## config.mk

```make
export PLATFORM = sky130hd
export DESIGN_NAME = dmem_write_buffer
export DESIGN_NICKNAME = d
export VERILOG_FILES = /design/src/rtl/beta_mem_pkg.sv /design/src/rtl/wb_fifo.sv /design/src/rtl/dmem_write_buffer.sv
export SDC_FILE = /design/constraint.sdc
export NUM_CORES = 1
export LEC_CHECK = 0
export CAP_MARGIN = 20
export CORE_MARGIN = 10
export CORE_UTILIZATION = 45
export DETAILED_ROUTE_END_ITERATION = 8
export PLACE_DENSITY = 0.75
export SETUP_SLACK_MARGIN = 0.5
export SLEW_MARGIN = 5
export SYNTH_ARGS = -nofsm -noshare
export SYNTH_HDL_FRONTEND = slang
export SYNTH_HIERARCHICAL = 1
export SYNTH_SLANG_ARGS = --single-unit
export TNS_END_PERCENT = 5
```

## constraint.sdc

```tcl
create_clock -name clk -period 17.9 [get_ports clk]
set_clock_uncertainty 0.15 [all_clocks]
set_input_delay 3.58 -clock clk [delete_from_list [all_inputs] [get_ports clk]]
set_output_delay 3.58 -clock clk [all_outputs]
set_load 0.05 [all_outputs]
```

## src/rtl/beta_mem_pkg.sv

```systemverilog
// +----------------------------------------------------------------------+
// | beta_mem_pkg : shared types for the Beta data-memory write buffer     |
// | Rev 1.0                                                               |
// +----------------------------------------------------------------------+
`default_nettype none

package beta_mem_pkg;

    localparam int c_WB_DEPTH = 4;

    typedef enum logic [1:0] {
        ST_IDLE    = 2'd0,
        ST_WR_BUSY = 2'd1,
        ST_RD_BUSY = 2'd2
    } dmem_state_t;

    // Word address is kept zero-extended to 32 bits so the entry layout
    // does not depend on the top-level address width.
    typedef struct packed {
        logic [31:0] addr;
        logic [31:0] data;
    } wb_entry_t;

    localparam int c_WB_ENTRY_W = $bits(wb_entry_t);

endpackage

`default_nettype wire

```

## src/rtl/wb_fifo.sv

```systemverilog
// +----------------------------------------------------------------------+
// | wb_fifo : circular write buffer exposing every slot for forwarding    |
// | Rev 1.0                                                               |
// +----------------------------------------------------------------------+
`default_nettype none

module wb_fifo #(
    parameter int DEPTH = 4,
    parameter int WIDTH = 64
) (
    input  logic                          clk,
    input  logic                          rst,
    input  logic                          push,
    input  logic                          pop,
    input  logic [WIDTH-1:0]              din,
    output logic                          full,
    output logic                          empty,
    output logic [WIDTH-1:0]              head,
    output logic [DEPTH-1:0][WIDTH-1:0]   entries,
    output logic [DEPTH-1:0]              valid,
    output logic [$clog2(DEPTH)-1:0]      rd_ptr
);

    localparam int c_PW = $clog2(DEPTH);

    logic [c_PW-1:0]             r_wr_ptr;
    logic [c_PW-1:0]             r_rd_ptr;
    logic [c_PW:0]               r_count;
    logic [DEPTH-1:0][WIDTH-1:0] r_mem;
    logic [DEPTH-1:0]            r_valid;
    logic                        w_push;
    logic                        w_pop;

    assign full  = r_count[c_PW];
    assign empty = (r_count == '0);
    assign w_pop  = pop && !empty;
    // A push into a full buffer is legal when the head leaves in the same cycle.
    assign w_push = push && (!full || w_pop);

    always_ff @(posedge clk or posedge rst) begin
        if (rst) begin
            r_wr_ptr <= '0;
            r_rd_ptr <= '0;
            r_count  <= '0;
            r_valid  <= '0;
        end else begin
            if (w_push) r_wr_ptr <= r_wr_ptr + 1'b1;
            if (w_pop)  r_rd_ptr <= r_rd_ptr + 1'b1;
            case ({w_push, w_pop})
                2'b10:   r_count <= r_count + 1'b1;
                2'b01:   r_count <= r_count - 1'b1;
                default: r_count <= r_count;
            endcase
            if (w_pop)  r_valid[r_rd_ptr] <= 1'b0;
            if (w_push) r_valid[r_wr_ptr] <= 1'b1;
        end
    end

    always_ff @(posedge clk) begin
        if (w_push) r_mem[r_wr_ptr] <= din;
    end

    assign head    = r_mem[r_rd_ptr];
    assign entries = r_mem;
    assign valid   = r_valid;
    assign rd_ptr  = r_rd_ptr;

endmodule

`default_nettype wire

```

## src/rtl/dmem_write_buffer.sv

```systemverilog
// +----------------------------------------------------------------------+
// | dmem_write_buffer : store buffer, load forwarding and SRAM sequencer  |
// | Rev 1.0                                                               |
// +----------------------------------------------------------------------+
`default_nettype none

module dmem_write_buffer
    import beta_mem_pkg::*;
#(
    parameter int DEPTH = c_WB_DEPTH,
    parameter int AW    = 30
) (
    input  logic          clk,
    input  logic          rst,
    input  logic          mem_wr,
    input  logic [31:0]   mem_w_addr,
    input  logic [31:0]   mem_w_data,
    input  logic          mem_rd,
    input  logic [31:0]   mem_r_addr,
    output logic [31:0]   mem_r_data,
    output logic          mem_r_valid,
    output logic          stall,
    output logic          sram_req,
    output logic          sram_we,
    output logic [AW-1:0] sram_addr,
    output logic [31:0]   sram_wdata,
    input  logic [31:0]   sram_rdata,
    input  logic          sram_ack
);

    localparam int          c_PW    = $clog2(DEPTH);
    localparam logic [31:0] c_AMASK = 32'((64'd1 << AW) - 64'd1);

    dmem_state_t                        r_state;
    logic                               r_miss_done;
    logic [31:0]                        w_wr_word;
    logic [31:0]                        w_rd_word;
    logic                               w_full;
    logic                               w_empty;
    logic                               w_push;
    logic                               w_pop;
    logic [c_WB_ENTRY_W-1:0]            w_head_raw;
    logic [DEPTH-1:0][c_WB_ENTRY_W-1:0] w_entries;
    logic [DEPTH-1:0]                   w_valid;
    logic [c_PW-1:0]                    w_rd_ptr;
    wb_entry_t                          w_head;
    wb_entry_t                          w_new;
    logic                               w_st_req;
    logic                               w_st_cand;
    logic                               w_st_blocked;
    logic                               w_ld_req;
    logic                               w_buf_hit;
    logic [31:0]                        w_buf_data;
    logic                               w_fwd_hit;
    logic [31:0]                        w_fwd_data;
    logic                               w_ld_hit;
    logic                               w_ld_miss;
    logic                               w_unused;

    assign w_wr_word = {2'b00, mem_w_addr[31:2]} & c_AMASK;
    assign w_rd_word = {2'b00, mem_r_addr[31:2]} & c_AMASK;
    assign w_new     = '{addr: w_wr_word, data: mem_w_data};
    assign w_head    = wb_entry_t'(w_head_raw);
    assign w_pop     = (r_state == ST_WR_BUSY) && sram_ack;

    wb_fifo #(
        .DEPTH (DEPTH),
        .WIDTH (c_WB_ENTRY_W)
    ) u_fifo (
        .clk     (clk),
        .rst     (rst),
        .push    (w_push),
        .pop     (w_pop),
        .din     (w_new),
        .full    (w_full),
        .empty   (w_empty),
        .head    (w_head_raw),
        .entries (w_entries),
        .valid   (w_valid),
        .rd_ptr  (w_rd_ptr)
    );

    // Scan oldest to youngest so the last match found is the youngest.
    always_comb begin
        logic [c_PW-1:0] idx;
        wb_entry_t       ent;
        w_buf_hit  = 1'b0;
        w_buf_data = '0;
        idx        = '0;
        ent        = '0;
        for (int k = 0; k < DEPTH; k++) begin
            idx = w_rd_ptr + c_PW'(k);
            ent = wb_entry_t'(w_entries[idx]);
            if (w_valid[idx] && (ent.addr == w_rd_word)) begin
                w_buf_hit  = 1'b1;
                w_buf_data = ent.data;
            end
        end
    end

    // r_miss_done masks the held load in the cycle its miss data is returned.
    assign w_st_req     = !mem_wr;
    assign w_st_blocked = w_st_req && w_full;
    assign w_st_cand    = w_st_req && !w_full;
    assign w_ld_req     = !mem_rd && !r_miss_done;
    assign w_fwd_hit    = w_buf_hit || (w_st_cand && (w_wr_word == w_rd_word));
    assign w_fwd_data   = (w_st_cand && (w_wr_word == w_rd_word)) ? mem_w_data : w_buf_data;
    assign w_ld_hit     = w_ld_req && !w_st_blocked && w_fwd_hit;
    assign w_ld_miss    = w_ld_req && !w_st_blocked && !w_fwd_hit;
    // A store held behind a load miss is taken once the stall lifts, never twice.
    assign w_push       = w_st_cand && !w_ld_miss;
    assign stall        = !rst && (w_st_blocked || w_ld_miss);

    always_ff @(posedge clk or posedge rst) begin
        if (rst) begin
            mem_r_data  <= '0;
            mem_r_valid <= 1'b0;
            r_miss_done <= 1'b0;
        end else begin
            mem_r_valid <= 1'b0;
            r_miss_done <= 1'b0;
            if ((r_state == ST_RD_BUSY) && sram_ack) begin
                mem_r_data  <= sram_rdata;
                mem_r_valid <= 1'b1;
                r_miss_done <= 1'b1;
            end else if (w_ld_hit) begin
                mem_r_data  <= w_fwd_data;
                mem_r_valid <= 1'b1;
            end
        end
    end

    always_ff @(posedge clk or posedge rst) begin
        if (rst) begin
            r_state    <= ST_IDLE;
            sram_req   <= 1'b0;
            sram_we    <= 1'b0;
            sram_addr  <= '0;
            sram_wdata <= '0;
        end else begin
            case (r_state)
                ST_IDLE: begin
                    if (w_ld_miss) begin
                        r_state   <= ST_RD_BUSY;
                        sram_req  <= 1'b1;
                        sram_we   <= 1'b0;
                        sram_addr <= w_rd_word[AW-1:0];
                    end else if (!w_empty) begin
                        r_state    <= ST_WR_BUSY;
                        sram_req   <= 1'b1;
                        sram_we    <= 1'b1;
                        sram_addr  <= w_head.addr[AW-1:0];
                        sram_wdata <= w_head.data;
                    end
                end
                ST_WR_BUSY, ST_RD_BUSY: begin
                    if (sram_ack) begin
                        r_state  <= ST_IDLE;
                        sram_req <= 1'b0;
                    end
                end
                default: begin
                    r_state  <= ST_IDLE;
                    sram_req <= 1'b0;
                end
            endcase
        end
    end

    assign w_unused = ^{mem_w_addr[1:0], mem_r_addr[1:0], w_head.addr[31:AW], w_rd_word[31:AW]};

endmodule

`default_nettype wire

```

=== Word level (Yosys, flattened, before mapping) ===
Index checks and enable logic that the tools add are counted.

* $add $sub $neg: 6
* $lt $le $gt $ge: 7
* Equality and inequality tests: 12
* Muxes and demuxes: 51
* Bitwise logic cells: 5
* Reduce and logical (&&, ||, !) cells: 39

{| class="wikitable"
|+ Operator list
! cell !! count
|-
| $bmux W64 S2 || 4
|-
| $mux W64 || 5
|-
| $bwmux W256 || 1
|-
| $mux W32 || 7
|-
| $demux W64 S2 || 1
|-
| $eq A32 B30 Y1 || 4
|-
| $mux W30 || 2
|-
| $eq A30 B30 Y1 || 1
|-
| $logic_and A1 B1 Y1 || 19
|-
| $mux W1 || 17
|-
| $lt A2 B3 Y1 const B || 5
|-
| $logic_not A1 Y1 || 9
|-
| $bmux W1 S2 || 4
|-
| $mux W4 || 2
|-
| $mux W2 || 3
|-
| $pmux W3 S2 || 1
|-
| $add A2 B1 Y2 const B || 2
|-
| $add A2 B2 Y2 const B || 2
|-
| $and A4 B4 Y4 || 1
|-
| $demux W1 S2 || 2
|-
| $eq A2 B1 Y1 const B || 2
|-
| $eq A2 B2 Y1 const B || 2
|-
| $ge A2 B1 Y1 const B || 2
|-
| $ne A2 B2 Y1 const B || 2
|-
| 15 further kinds || 20
|}

* Register bits: 367
* Input port bits: 133

=== Longest topological paths before layout ===
* Word-level depth: 16
* Depth in mapped cells: 25
* Mapped depth without buffers: 16

=== By module ===
Netlist, hierarchy kept.

{| class="wikitable"
|+ Modules (own cells, without submodules)
! module !! instances !! cells an instance !! area an instance (sq um)
|-
| dmem_write_buffer || 1 || 1,615 || 13,127.6
|-
| wb_fifo || 1 || 392 || 9,867.0
|}

=== Least setup slack after synthesis ===
Ideal clock, no wire load.

* Kind: input -> output
* From: input port mem_r_addr[19]
* To: output port stall
* Arrival: 5,983 ps
* Required time: 14,170 ps
* Path slack: 8,187 ps
* Cell stages on the path: 11
* Buffers on the path: 2
* Path through: clkbuf_1 > inv_1 > o21ai_0 > a2111oi_2 > a32o_1 > nor3b_1 > a32oi_1 > nand4bb_1 > buf_2 > nor2b_1 > nor2_1

* Longest elaborated chain between the ends: 11

{| class="wikitable"
|+ RTL lines
! element !! RTL line !! RTL
|-
| start: declaration || dmem_write_buffer.sv:19 || <nowiki>input logic [31:0] mem_r_addr,</nowiki>
|-
| $eq A32 B30 Y1 || dmem_write_buffer.sv:94 || <nowiki>if (w_valid[idx] && (ent.addr == w_rd_word)) begin</nowiki>
|-
| $logic_and A1 B1 Y1 || dmem_write_buffer.sv:94 ||
|-
| $mux W1 (4 in a row) || dmem_write_buffer.sv:94 ||
|-
| $logic_or A1 B1 Y1 (*) || dmem_write_buffer.sv:106 || <nowiki>assign w_fwd_hit = w_buf_hit || (w_st_cand && (w_wr_word == w_rd_word));</nowiki>
|-
| $logic_not A1 Y1 (*) || dmem_write_buffer.sv:109 || <nowiki>assign w_ld_miss = w_ld_req && !w_st_blocked && !w_fwd_hit;</nowiki>
|-
| $logic_and A1 B1 Y1 (*) || dmem_write_buffer.sv:109 ||
|-
| $logic_or A1 B1 Y1 (*) || dmem_write_buffer.sv:112 || <nowiki>assign stall = !rst && (w_st_blocked || w_ld_miss);</nowiki>
|-
| $logic_and A1 B1 Y1 (*) || dmem_write_buffer.sv:112 ||
|-
| end: declaration || dmem_write_buffer.sv:22 || <nowiki>output logic stall,</nowiki>
|}

Mark *: on every way between the ends. The rest lies on a longest branch, timed or not.

=== Worst setup path after layout ===
* From: input port mem_r_addr[31]
* To: output port stall

The elaborated chain is that of the path after synthesis.

==> qor.txt <==
Combinational share of power - 53.2%
RSZ-0062 raised after global routing - false
Pre-CTS setup slack - 5.99 ns
CP max stage cell - clkdlybuf4s50_1
Mapped Cells - 2,005
Die Wd - 246 um
Worst vdd ir - 0.154 mV
# DRC - 0
Vias in the first global route - 17,300
# clock sinks - 367
HP Class - register to register
Number of routed nets with antenna violations - 0
Worst-margin pin slew - 1.12 ns
CORE AREA - 50,300 um^2
Critical Path RT - 14.17 ns
Buf/Inv on CP - 4
Tot GR Track Use - 23.2%
CP top delay family - buffers and inverters
TritonCTS clock tree - built
HPWL Detailed - 48,600 um
Cells on worst reg2reg path - 16
IO Count - 231
Outcome - finished, final reports clean
Setup TNS - 0 ns
Worst skew pair latency - 0.58 ns
Worst-path clk slew - 0.06 ns
Headroom to the max-slew limit - 25.0%
Setup CP Type - input port to output port
Final Cycle Share - 66.9%
Mapped Area - 22,900 um^2
# hold bufs at CTS - 0
P_int - 2530 uW
CTS max path bufs - 3
Min Tclk post-route - 11.98 ns
Iteration-0 DRC Markers - 2,329
CP Max Fanout - 38
Final hold vios - 0
Crit-path max cell delay - 0.79 ns
Sequential share of power - 28.1%
Max Clock Freq - 0.0835 GHz
Number of fill cells - 4,217
# rows - 82
Total leakage power - 0.00920 uW
Routed via count - 17,700
CP arrival - 8.25 ns
Worst path depth - 12
Hold path depth - 1
Clock root cell - clkbuf_16
Synth-to-Final Area Change - 16.6%
Fin worst setup slack - 5.92 ns
Setup crit end kind - output port
Port-buffer cells - 226
Die height - 246 um
First-pass GRT wire length - 108,000 um
Max cap viols - 0
Pwr/cell area - 167 nW/um^2
Total Die Area - 60,400 um^2
Wire per inst - 25.5 um
Yosys warns - 6
CTS H-Tree Depth - 2
RD Place Congestion - 0.963
Grt ovf - 0
Resized Gates After CTS - 0
Leading cell types in the layout, fill and taps excluded - 256 x edfxtp_1, 226 x clkdlybuf4s50_1, 203 x mux2i_1, 183 x nor2_1, 140 x nand2_1
Post-CTS setup buffers - 0
Net Sw Power - 1950 uW
# setup viols final - 0
Final wirelength - 72,300 um
Worst-path cell chain - clkdlybuf4s50_1 -> xnor2_1 -> a2111oi_0 -> a21oi_1 -> or4_1 -> o21ai_4 -> buf_4 -> nand4bb_2 -> buf_4 -> nor2b_1 -> nor2_1 -> clkdlybuf4s50_1
Crit path launch type - input port
Total Nets Final - 2,283
Power share of the clock group - 18.6%
1st-pass router iterations - 7
Antenna violations before repair - 7
Commonest non-fill, non-tap cell in the layout - edfxtp_1
Vias per cell - 6.23
Cts bufs inserted - 40
Switching Fraction - 43.5%
Initial Util - 45.6%
Slew Viols, Final - 0
Largest net degree at the start of global routing - 180
Layout cells sized above 1 - 12.7%
Avg Cell Area, Syn - 11.4 um^2
power by group through the flow:
stage,combinational (uW),sequential [uW],clock [uW]
after floorplan,1410,1580,0
after global routing,2520,1280,881
after CTS,2370,1260,846
after global placement,2320,1260,0
after detailed placement,2360,1270,0
final,2380,1260,834
per-layer routing:
| layer | track usage [%] | wire [um] | vias to the layer above |
|---|---|---|---|
| li1 | - | - | 7830 |
| met1 | 31.0 | 29400 | 8776 |
| met2 | 36.8 | 33700 | 919 |
| met3 | 4.69 | 6740 | 160 |
| met4 | 8.02 | 2350 | 12 |
| met5 | 0 | 89 | - |
area by class of cell:
cell class / count / area (um^2) / area share, %
inverter: 27 / 105 / 0.393
antenna: 1 / 2.50 / 0.00936
tap: 672 / 841 / 3.14
multi-input combinational: 1444 / 11500 / 43.0
clock inverter: 21 / 189 / 0.706
clock buffer: 53 / 1110 / 4.15
timing repair buffer: 257 / 2520 / 9.42
sequential: 367 / 10500 / 39.2
worst paths after layout:
| kind | from | endpoint | slack (ns) |
|---|---|---|---|
| hold / removal | sram_wdata[1]$_DFFE_PP0P_ | sram_wdata[1]$_DFFE_PP0P_ | 0.33 |
| setup reg to reg | u_fifo/rd_ptr[0]$_DFFE_PP0N_ | u_fifo/entries[146]$_DFFE_PP_ | 9.14 |
| max in group asynchronous | rst | mem_r_data[14]$_DFFE_PP0P_ | 12.88 |
| setup / recovery | mem_r_addr[31] | stall | 5.92 |
| min in group asynchronous | rst | u_fifo/rd_ptr[1]$_DFFE_PP0N_ | 3.41 |
| hold reg to reg | sram_wdata[1]$_DFFE_PP0P_ | sram_wdata[1]$_DFFE_PP0P_ | 0.33 |
state kept, by name (all words and copies together), names as in the netlist:
signal / count
u_fifo/r_wr_ptr: 2
u_fifo/entries: 256
mem_r_data: 32
r_state: 2
u_fifo/rd_ptr: 2
u_fifo/valid: 4
u_fifo/r_count: 3
sram_req: 1
mem_r_valid: 1
sram_we: 1
sram_addr: 30
r_miss_done: 1
sram_wdata: 32
per-stage QoR:
stage | hold WS (ns) | instances | total power (uW) | instance area (um^2) | utilization, %
after detailed placement | 0.326 | 2767 | 3630 | 25400 | 50.6
after global placement | 0.319 | 2765 | 3580 | 25400 | 50.6
after floorplan | 0.330 | 2012 | 3000 | 23000 | -
after global routing | 0.348 | 2842 | 4680 | 26700 | 53.2
after CTS | 0.339 | 2841 | 4480 | 26700 | 53.2
final | 0.332 | 2842 | 4470 | 26700 | 53.2
Note: power is estimated with default switching activity, not from simulation.
